**src/rtl/pipe_memory_pkg.sv**
```systemverilog
// Shared types and constants for the pipe memory responder: FSM encoding,
// legal byte-lane masks and the access-width decode of a mask.
package pipe_memory_pkg;

    typedef enum logic [1:0] {
        ST_IDLE    = 2'd0,
        ST_REQUEST = 2'd1,
        ST_DONE    = 2'd2
    } state_e;

    typedef enum logic [1:0] {
        WIDTH_BYTE = 2'd0,
        WIDTH_HALF = 2'd1,
        WIDTH_WORD = 2'd2,
        WIDTH_NONE = 2'd3
    } width_e;

    localparam logic [3:0] MASK_B0 = 4'b0001;
    localparam logic [3:0] MASK_B1 = 4'b0010;
    localparam logic [3:0] MASK_B2 = 4'b0100;
    localparam logic [3:0] MASK_B3 = 4'b1000;
    localparam logic [3:0] MASK_H0 = 4'b0011;
    localparam logic [3:0] MASK_H1 = 4'b1100;
    localparam logic [3:0] MASK_W  = 4'b1111;

    // Any mask outside the seven legal patterns decodes to WIDTH_NONE.
    function automatic width_e mask_width(input logic [3:0] mask);
        case (mask)
            MASK_B0, MASK_B1, MASK_B2, MASK_B3: mask_width = WIDTH_BYTE;
            MASK_H0, MASK_H1:                   mask_width = WIDTH_HALF;
            MASK_W:                             mask_width = WIDTH_WORD;
            default:                            mask_width = WIDTH_NONE;
        endcase
    endfunction

    function automatic logic [1:0] mask_offset(input logic [3:0] mask);
        case (mask)
            MASK_B1:          mask_offset = 2'd1;
            MASK_B2, MASK_H1: mask_offset = 2'd2;
            MASK_B3:          mask_offset = 2'd3;
            default:          mask_offset = 2'd0;
        endcase
    endfunction

endpackage

```
**src/rtl/pipe_memory_responder_if.sv**
```systemverilog
// Core-side request/response and local memory bus signals of the responder.
interface pipe_memory_responder_if;

    logic        coreEnable;
    logic        coreWriteEnable;
    logic [3:0]  coreByteSelect;
    logic [31:0] coreAddress;
    logic [31:0] coreWriteData;
    logic        coreLoadSigned;
    logic        coreBusy;
    logic [31:0] coreReadData;
    logic        coreReadDataValid;
    logic        coreAccessFault;
    logic        memReq;
    logic        memWriteEnable;
    logic [3:0]  memByteSelect;
    logic [31:0] memAddress;
    logic [31:0] memWriteData;
    logic        memAck;
    logic [31:0] memReadData;
    logic        memError;

    modport slave (
        input  coreEnable, coreWriteEnable, coreByteSelect, coreAddress,
               coreWriteData, coreLoadSigned, memAck, memReadData, memError,
        output coreBusy, coreReadData, coreReadDataValid, coreAccessFault,
               memReq, memWriteEnable, memByteSelect, memAddress, memWriteData
    );

    modport master (
        output coreEnable, coreWriteEnable, coreByteSelect, coreAddress,
               coreWriteData, coreLoadSigned, memAck, memReadData, memError,
        input  coreBusy, coreReadData, coreReadDataValid, coreAccessFault,
               memReq, memWriteEnable, memByteSelect, memAddress, memWriteData
    );

endinterface

```
**src/rtl/pipe_memory_responder_align.sv**
```systemverilog
// Shifts raw bus read data down to bit 0 according to the lane mask and
// sign/zero-extends byte and half loads; also reports whether the mask is legal.
module load_data_align
    import pipe_memory_pkg::*;
(
    input  logic [31:0] memReadData,
    input  logic [3:0]  byteSelect,
    input  logic        loadSigned,
    output logic [31:0] alignedData,
    output logic        maskLegal
);

    width_e      width_s;
    logic [31:0] shifted_s;

    // Lane shift followed by width-dependent extension.
    always_comb begin
        width_s     = mask_width(byteSelect);
        shifted_s   = memReadData >> {mask_offset(byteSelect), 3'b000};
        alignedData = 32'h0000_0000;
        case (width_s)
            WIDTH_BYTE: alignedData = {{24{loadSigned & shifted_s[7]}}, shifted_s[7:0]};
            WIDTH_HALF: alignedData = {{16{loadSigned & shifted_s[15]}}, shifted_s[15:0]};
            WIDTH_WORD: alignedData = shifted_s;
            default:    alignedData = 32'h0000_0000;
        endcase
    end

    assign maskLegal = (width_s != WIDTH_NONE);

endmodule

```
**src/rtl/pipe_memory_responder.sv**
```systemverilog
// Single-outstanding load/store responder: latches a pipe request, runs one
// req/ack bus transfer with timeout, and returns aligned load data or a fault.
module pipe_memory_responder
    import pipe_memory_pkg::*;
#(
    parameter int unsigned TIMEOUT_CYCLES = 255,
    parameter int unsigned TIMEOUT_WIDTH  = 8
)(
    input  logic                    clk,
    input  logic                    rst,
    pipe_memory_responder_if.slave  bus
);

    localparam logic                     TIMEOUT_EN   = (TIMEOUT_CYCLES != 0);
    localparam logic [TIMEOUT_WIDTH-1:0] TIMEOUT_LAST = TIMEOUT_WIDTH'(TIMEOUT_CYCLES - 1);

    state_e                   state_q, state_d;
    logic [TIMEOUT_WIDTH-1:0] cnt_q, cnt_d;
    logic                     we_q, we_d;
    logic [3:0]               sel_q, sel_d;
    logic [31:0]              addr_q, addr_d;
    logic [31:0]              wdata_q, wdata_d;
    logic                     signed_q, signed_d;
    logic [31:0]              rdata_q, rdata_d;
    logic                     fault_q, fault_d;

    logic [3:0]               align_sel_s;
    logic [31:0]              aligned_s;
    logic                     mask_legal_s;

    // In IDLE the aligner only judges the incoming mask; later it sees the latched one.
    assign align_sel_s = (state_q == ST_IDLE) ? bus.coreByteSelect : sel_q;

    load_data_align u_align (
        .memReadData (bus.memReadData),
        .byteSelect  (align_sel_s),
        .loadSigned  (signed_q),
        .alignedData (aligned_s),
        .maskLegal   (mask_legal_s)
    );

    // Next-state, request capture, completion data and timeout counting.
    always_comb begin
        state_d  = state_q;
        cnt_d    = cnt_q;
        we_d     = we_q;
        sel_d    = sel_q;
        addr_d   = addr_q;
        wdata_d  = wdata_q;
        signed_d = signed_q;
        rdata_d  = rdata_q;
        fault_d  = fault_q;
        case (state_q)
            ST_IDLE: begin
                if (bus.coreEnable) begin
                    we_d     = bus.coreWriteEnable;
                    sel_d    = bus.coreByteSelect;
                    addr_d   = bus.coreAddress;
                    wdata_d  = bus.coreWriteData;
                    signed_d = bus.coreLoadSigned;
                    rdata_d  = 32'h0000_0000;
                    cnt_d    = '0;
                    if (mask_legal_s) begin
                        fault_d = 1'b0;
                        state_d = ST_REQUEST;
                    end else begin
                        fault_d = 1'b1;
                        state_d = ST_DONE;
                    end
                end else begin
                    state_d = ST_IDLE;
                end
            end
            ST_REQUEST: begin
                if (bus.memAck) begin
                    fault_d = bus.memError;
                    rdata_d = (we_q || bus.memError) ? 32'h0000_0000 : aligned_s;
                    state_d = ST_DONE;
                end else if (TIMEOUT_EN && (cnt_q == TIMEOUT_LAST)) begin
                    fault_d = 1'b1;
                    rdata_d = 32'h0000_0000;
                    state_d = ST_DONE;
                end else begin
                    cnt_d = cnt_q + TIMEOUT_WIDTH'(1);
                end
            end
            ST_DONE: begin
                state_d = ST_IDLE;
            end
            default: begin
                state_d = ST_IDLE;
            end
        endcase
    end

    // State and request/response registers.
    always_ff @(posedge clk or posedge rst) begin
        if (rst) begin
            state_q  <= ST_IDLE;
            cnt_q    <= '0;
            we_q     <= 1'b0;
            sel_q    <= 4'b0000;
            addr_q   <= 32'h0000_0000;
            wdata_q  <= 32'h0000_0000;
            signed_q <= 1'b0;
            rdata_q  <= 32'h0000_0000;
            fault_q  <= 1'b0;
        end else begin
            state_q  <= state_d;
            cnt_q    <= cnt_d;
            we_q     <= we_d;
            sel_q    <= sel_d;
            addr_q   <= addr_d;
            wdata_q  <= wdata_d;
            signed_q <= signed_d;
            rdata_q  <= rdata_d;
            fault_q  <= fault_d;
        end
    end

    // Busy is gated by reset so every output reads 0 while reset is held.
    assign bus.coreBusy          = ~rst & ((state_q == ST_REQUEST) ||
                                           ((state_q == ST_IDLE) && bus.coreEnable));
    assign bus.coreReadDataValid = (state_q == ST_DONE);
    assign bus.coreReadData      = (state_q == ST_DONE) ? rdata_q : 32'h0000_0000;
    assign bus.coreAccessFault   = (state_q == ST_DONE) & fault_q;

    assign bus.memReq            = (state_q == ST_REQUEST);
    assign bus.memWriteEnable    = we_q;
    assign bus.memByteSelect     = sel_q;
    assign bus.memAddress        = addr_q;
    assign bus.memWriteData      = wdata_q;

endmodule

```
**src/flat_wrapper.sv**
```systemverilog
// flat-port wrapper written by rule: the top's interface ports become plain ports
module pipe_memory_responder_flat import pipe_memory_pkg::*;
#(
    parameter int unsigned TIMEOUT_CYCLES = 255,
    parameter int unsigned TIMEOUT_WIDTH  = 8
)
  (clk, rst, bus_coreEnable, bus_coreWriteEnable, bus_coreByteSelect, bus_coreAddress, bus_coreWriteData, bus_coreLoadSigned, bus_memAck, bus_memReadData, bus_memError, bus_coreBusy, bus_coreReadData, bus_coreReadDataValid, bus_coreAccessFault, bus_memReq, bus_memWriteEnable, bus_memByteSelect, bus_memAddress, bus_memWriteData);
  pipe_memory_responder_if bus_i ();
  input  logic clk;
  input  logic rst;
  input wire logic [$bits(bus_i.coreEnable)-1:0] bus_coreEnable;
  input wire logic [$bits(bus_i.coreWriteEnable)-1:0] bus_coreWriteEnable;
  input wire logic [$bits(bus_i.coreByteSelect)-1:0] bus_coreByteSelect;
  input wire logic [$bits(bus_i.coreAddress)-1:0] bus_coreAddress;
  input wire logic [$bits(bus_i.coreWriteData)-1:0] bus_coreWriteData;
  input wire logic [$bits(bus_i.coreLoadSigned)-1:0] bus_coreLoadSigned;
  input wire logic [$bits(bus_i.memAck)-1:0] bus_memAck;
  input wire logic [$bits(bus_i.memReadData)-1:0] bus_memReadData;
  input wire logic [$bits(bus_i.memError)-1:0] bus_memError;
  output wire logic [$bits(bus_i.coreBusy)-1:0] bus_coreBusy;
  output wire logic [$bits(bus_i.coreReadData)-1:0] bus_coreReadData;
  output wire logic [$bits(bus_i.coreReadDataValid)-1:0] bus_coreReadDataValid;
  output wire logic [$bits(bus_i.coreAccessFault)-1:0] bus_coreAccessFault;
  output wire logic [$bits(bus_i.memReq)-1:0] bus_memReq;
  output wire logic [$bits(bus_i.memWriteEnable)-1:0] bus_memWriteEnable;
  output wire logic [$bits(bus_i.memByteSelect)-1:0] bus_memByteSelect;
  output wire logic [$bits(bus_i.memAddress)-1:0] bus_memAddress;
  output wire logic [$bits(bus_i.memWriteData)-1:0] bus_memWriteData;
  assign bus_i.coreEnable = bus_coreEnable;
  assign bus_i.coreWriteEnable = bus_coreWriteEnable;
  assign bus_i.coreByteSelect = bus_coreByteSelect;
  assign bus_i.coreAddress = bus_coreAddress;
  assign bus_i.coreWriteData = bus_coreWriteData;
  assign bus_i.coreLoadSigned = bus_coreLoadSigned;
  assign bus_i.memAck = bus_memAck;
  assign bus_i.memReadData = bus_memReadData;
  assign bus_i.memError = bus_memError;
  assign bus_coreBusy = bus_i.coreBusy;
  assign bus_coreReadData = bus_i.coreReadData;
  assign bus_coreReadDataValid = bus_i.coreReadDataValid;
  assign bus_coreAccessFault = bus_i.coreAccessFault;
  assign bus_memReq = bus_i.memReq;
  assign bus_memWriteEnable = bus_i.memWriteEnable;
  assign bus_memByteSelect = bus_i.memByteSelect;
  assign bus_memAddress = bus_i.memAddress;
  assign bus_memWriteData = bus_i.memWriteData;
  pipe_memory_responder #(.TIMEOUT_CYCLES(TIMEOUT_CYCLES), .TIMEOUT_WIDTH(TIMEOUT_WIDTH)) u_core (.clk(clk), .rst(rst), .bus(bus_i));
endmodule
```
**config.mk**
```make
export PLATFORM = sky130hd
export DESIGN_NAME = pipe_memory_responder_flat
export DESIGN_NICKNAME = d
export VERILOG_FILES = /design/src/rtl/pipe_memory_pkg.sv /design/src/rtl/pipe_memory_responder_if.sv /design/src/rtl/pipe_memory_responder_align.sv /design/src/rtl/pipe_memory_responder.sv /design/src/flat_wrapper.sv
export SDC_FILE = /design/constraint.sdc
export NUM_CORES = 1
export LEC_CHECK = 0
export BUFFER_PORTS_ARGS = -buffer_cell sky130_fd_sc_hd__buf_2
export CORE_UTILIZATION = 51
export DETAILED_ROUTE_END_ITERATION = 10
export GPL_TIMING_DRIVEN = 1
export PLACE_DENSITY = 0.89
export SYNTH_ARGS = -nofsm -noshare
export SYNTH_HDL_FRONTEND = slang
export SYNTH_SLANG_ARGS = --single-unit
```
**constraint.sdc**
```tcl
create_clock -name clk -period 6.15 [get_ports clk]
set_input_delay 0.3075 -clock clk [delete_from_list [all_inputs] [get_ports clk]]
set_output_delay 0.3075 -clock clk [all_outputs]
set_load 0.01 [all_outputs]
```
==> results.ini <==
[status]
status = completed

[yosys]
yosysMostFrequentCell = nand2_1
synth_area_per_cell_um2 = 9.18
synth_edf_count = 0
ys_top_cells_by_count = 242 x nand2_1, 113 x dfrtp_1, 34 x and2_1
synth_xor_area_share_pct = 1.62
yosys.area_share.simple_pct = 26.5
synth_flop_cell = dfrtp_1
ys_types = 48
synth_top_area_share_pct = 52.2
muxShareOfSynthArea_pct = 5.20
synthTopCellsByArea = dfrtp_1 52%, nand2_1 17%, mux2i_1 5.0%
synth_compound_area_share_pct = 10.6
synth_largest_area_cell = dfrtp_1
synthAdderAreaFrac_pct = 0.462
ys_warn_count = 0
syn_nets = 699
syn_area_mm2 = 0.00542
ys_ff_latch = 113
synthArstFlopShare_pct = 100
synthCells = 590
synth_top_family_by_area = simple AND/OR/NAND/NOR gates
synth_seq_area_share_pct = 52.2

[timing]
rsz0062_at_grt = false
worst_pin_slew_ps = 1010
fin_crit_ps = 2690
hold_violations = 0
max_freq_mhz = 371
slew_violations = 0
setup_viol = 0
fin_skew_ps = 18.2
slew-limit-headroom_pct = 32.6
setup_tns_ps = 0
period_share_pct = 43.8

[pwr]
power_uw = 3490
ir_drop_v = 0.000299
power_density_mw_per_mm2 = 448
p_leak_uw = 0.00415

[routing]
vias = 5723
final_antenna_net_count = 0
vias_per_cell = 5.69
first_pass_iters = 6
drt-total-wl_um = 19600
dr.first_iter.drc_count = 605
wl_per_cell_um = 19.5
drc = 0

[die]
die_y_um = 105
core_mm2 = 0.0103
initial_core_util_pct = 52.5
die-area_mm2 = 0.0110
core.rowCount = 37
fp.dieW_um = 105
ios = 212

[critical_path]
crit_path_top_delay_cell = or3_1
path_max_fanout = 25
max_stage_delay_ps = 540
crit_path_cell_trace = or2_1, a32o_1, buf_4, mux2i_1, o22a_4, or3_1, o211ai_1
cp-start-kind = flop
arrival_ps = 3100
required_ps = 6550
criticalPathCategory = flop to flop
critPathCaptureType = flop

[clock_tree]
insertion_delay_ps = 520
cts_tree = done
cts_post_setup_buffers_inserted = 0
clkTransAtPathRegs_ps = 70
cts_resized = 0
cts_sinks = 113
h-tree-depth = 4
cts_hold_buf = 66
cts_buffers = 17
clock_path_buffers = 2
root_buffer = clkbuf_8

[global_route]
grt_util_all_layers_pct = 36.4
grt_max_degree = 83
grt_antenna_before_repair = 2
overflow = 0
grt_pass1_vias = 5816
grt_pass1_wl_um = 30400

[hold_path]
hold_class = primary input to flop

[cells_and_area]
multi_input_area_mm2 = 0.00241
area_growth_pct = 43.8
layout-drive-gt1-share_pct = 31.5
fillers = 608
seq_area_mm2 = 0.00283
fin_nets = 963

[placement]
dp_hpwl_um = 10400
gp_congestion = 0.918
io_buffer_count = 211

[flow_run]
drv_cap = 0

==> logic make-up after synthesis <==
family | count (synthesis)
buffers and inverters | 40
AOI/OAI and AO/OA | 70
and+or+nand+nor | 327
muxes | 28
adders and majority gates | 2
DFF | 113
xor gates and xnor gates | 10
==> placed cells by master (no fill, tap or decap), types with 3 or more instances in the layout <==
cell / n
xnor2_1: 4
inv_6: 4
nor2_1: 11
clkbuf_16: 16
a32o_1: 8
o21ai_0: 7
mux2i_1: 27
nand2_1: 241
nand3_1: 5
bufinv_16: 3
nand4_1: 4
nor2b_1: 3
buf_4: 6
clkinv_4: 3
and2_1: 33
o21ai_1: 3
a22oi_1: 16
or3_1: 3
nand2_2: 9
o211ai_1: 18
clkinvlp_4: 3
and3_1: 3
buf_2: 211
dlygate4sd3_1: 66
dfrtp_1: 113
xor2_1: 6
a21oi_1: 3
==> final cells by class <==
cell class | count | area share [%]
clock inverter | 14 | 2.30
inverter | 2 | 0.129
tap | 136 | 2.18
sequential | 113 | 36.3
timing repair buffer | 283 | 22.6
antenna | 2 | 0.0643
clock buffer | 18 | 5.49
multi-input combinational | 437 | 30.9
==> power by group <==
part / switching (uW) / internal (uW) / total, uW / leakage [uW]
clock: 380 / 634 / 1010 / 0.000289
sequential: 217 / 992 / 1210 / 0.00146
combinational: 801 / 467 / 1270 / 0.00240
==> per-layer routing <==
metal,GRT usage [%],up-vias,part of all wire (%)
met1,42.3,2684,37
met4,22.1,0,6.0
met2,60.2,451,48
met3,9.79,93,9.0
met5,0,-,0
li1,-,2495,-
==> final timing paths <==
check                                                            from                                       to  slack [ps]  depth (start not counted)
worst max-delay path                    u_core.state_q[1]$_DFFE_PP0N_           u_core.rdata_q[14]$_DFFE_PP0P_        3460                          7
worst min-delay path                            bus_coreWriteData[18]  u_core.bus.memWriteData[18]$_DFFE_PP0P_          70                          3
worst max register to register          u_core.state_q[1]$_DFFE_PP0N_           u_core.rdata_q[14]$_DFFE_PP0P_        3460                          7
worst min register to register  u_core.bus.memAddress[15]$_DFFE_PP0P_    u_core.bus.memAddress[15]$_DFFE_PP0P_         470                          2
max in group asynchronous                                         rst  u_core.bus.memWriteData[31]$_DFFE_PP0P_        4430                          4
min in group asynchronous                                         rst  u_core.bus.memWriteData[15]$_DFFE_PP0P_         350                          3
==> worst max-delay path: cells and delay by family (launching register included) <==
kind | cells | cell delay, ps
buffers and inverters | 1 | 380
DFF | 1 | 530
and+or+nand+nor | 2 | 870
muxes | 1 | 150
AOI/OAI and AO/OA | 3 | 650
==> sequential cells by signal, indices dropped and copies added, names as in the netlist <==
signal and flops:
u_core.state_q 2, u_core.fault_q 1, u_core.cnt_q 8, u_core.bus.memAddress 32, u_core.bus.memWriteEnable 1, u_core.bus.memByteSelect 4
u_core.rdata_q 32, u_core.signed_q 1, u_core.bus.memWriteData 32
==> per-stage QoR <==
step           util [%]  instances  hold slack, ps  area (um2)  setup WS [ps]
2_1_floorplan         -        590             413        5420           2860
3_3_place_gp       63.1        905             340        6520           3620
3_5_place_dp       63.1        905             342        6520           3560
4_1_cts            75.4       1003            31.8        7780           3510
5_1_grt            75.4       1005            60.5        7790           3360
6_report           75.4       1005            68.0        7790           3460
Note: power is estimated with default switching activity, not from simulation.
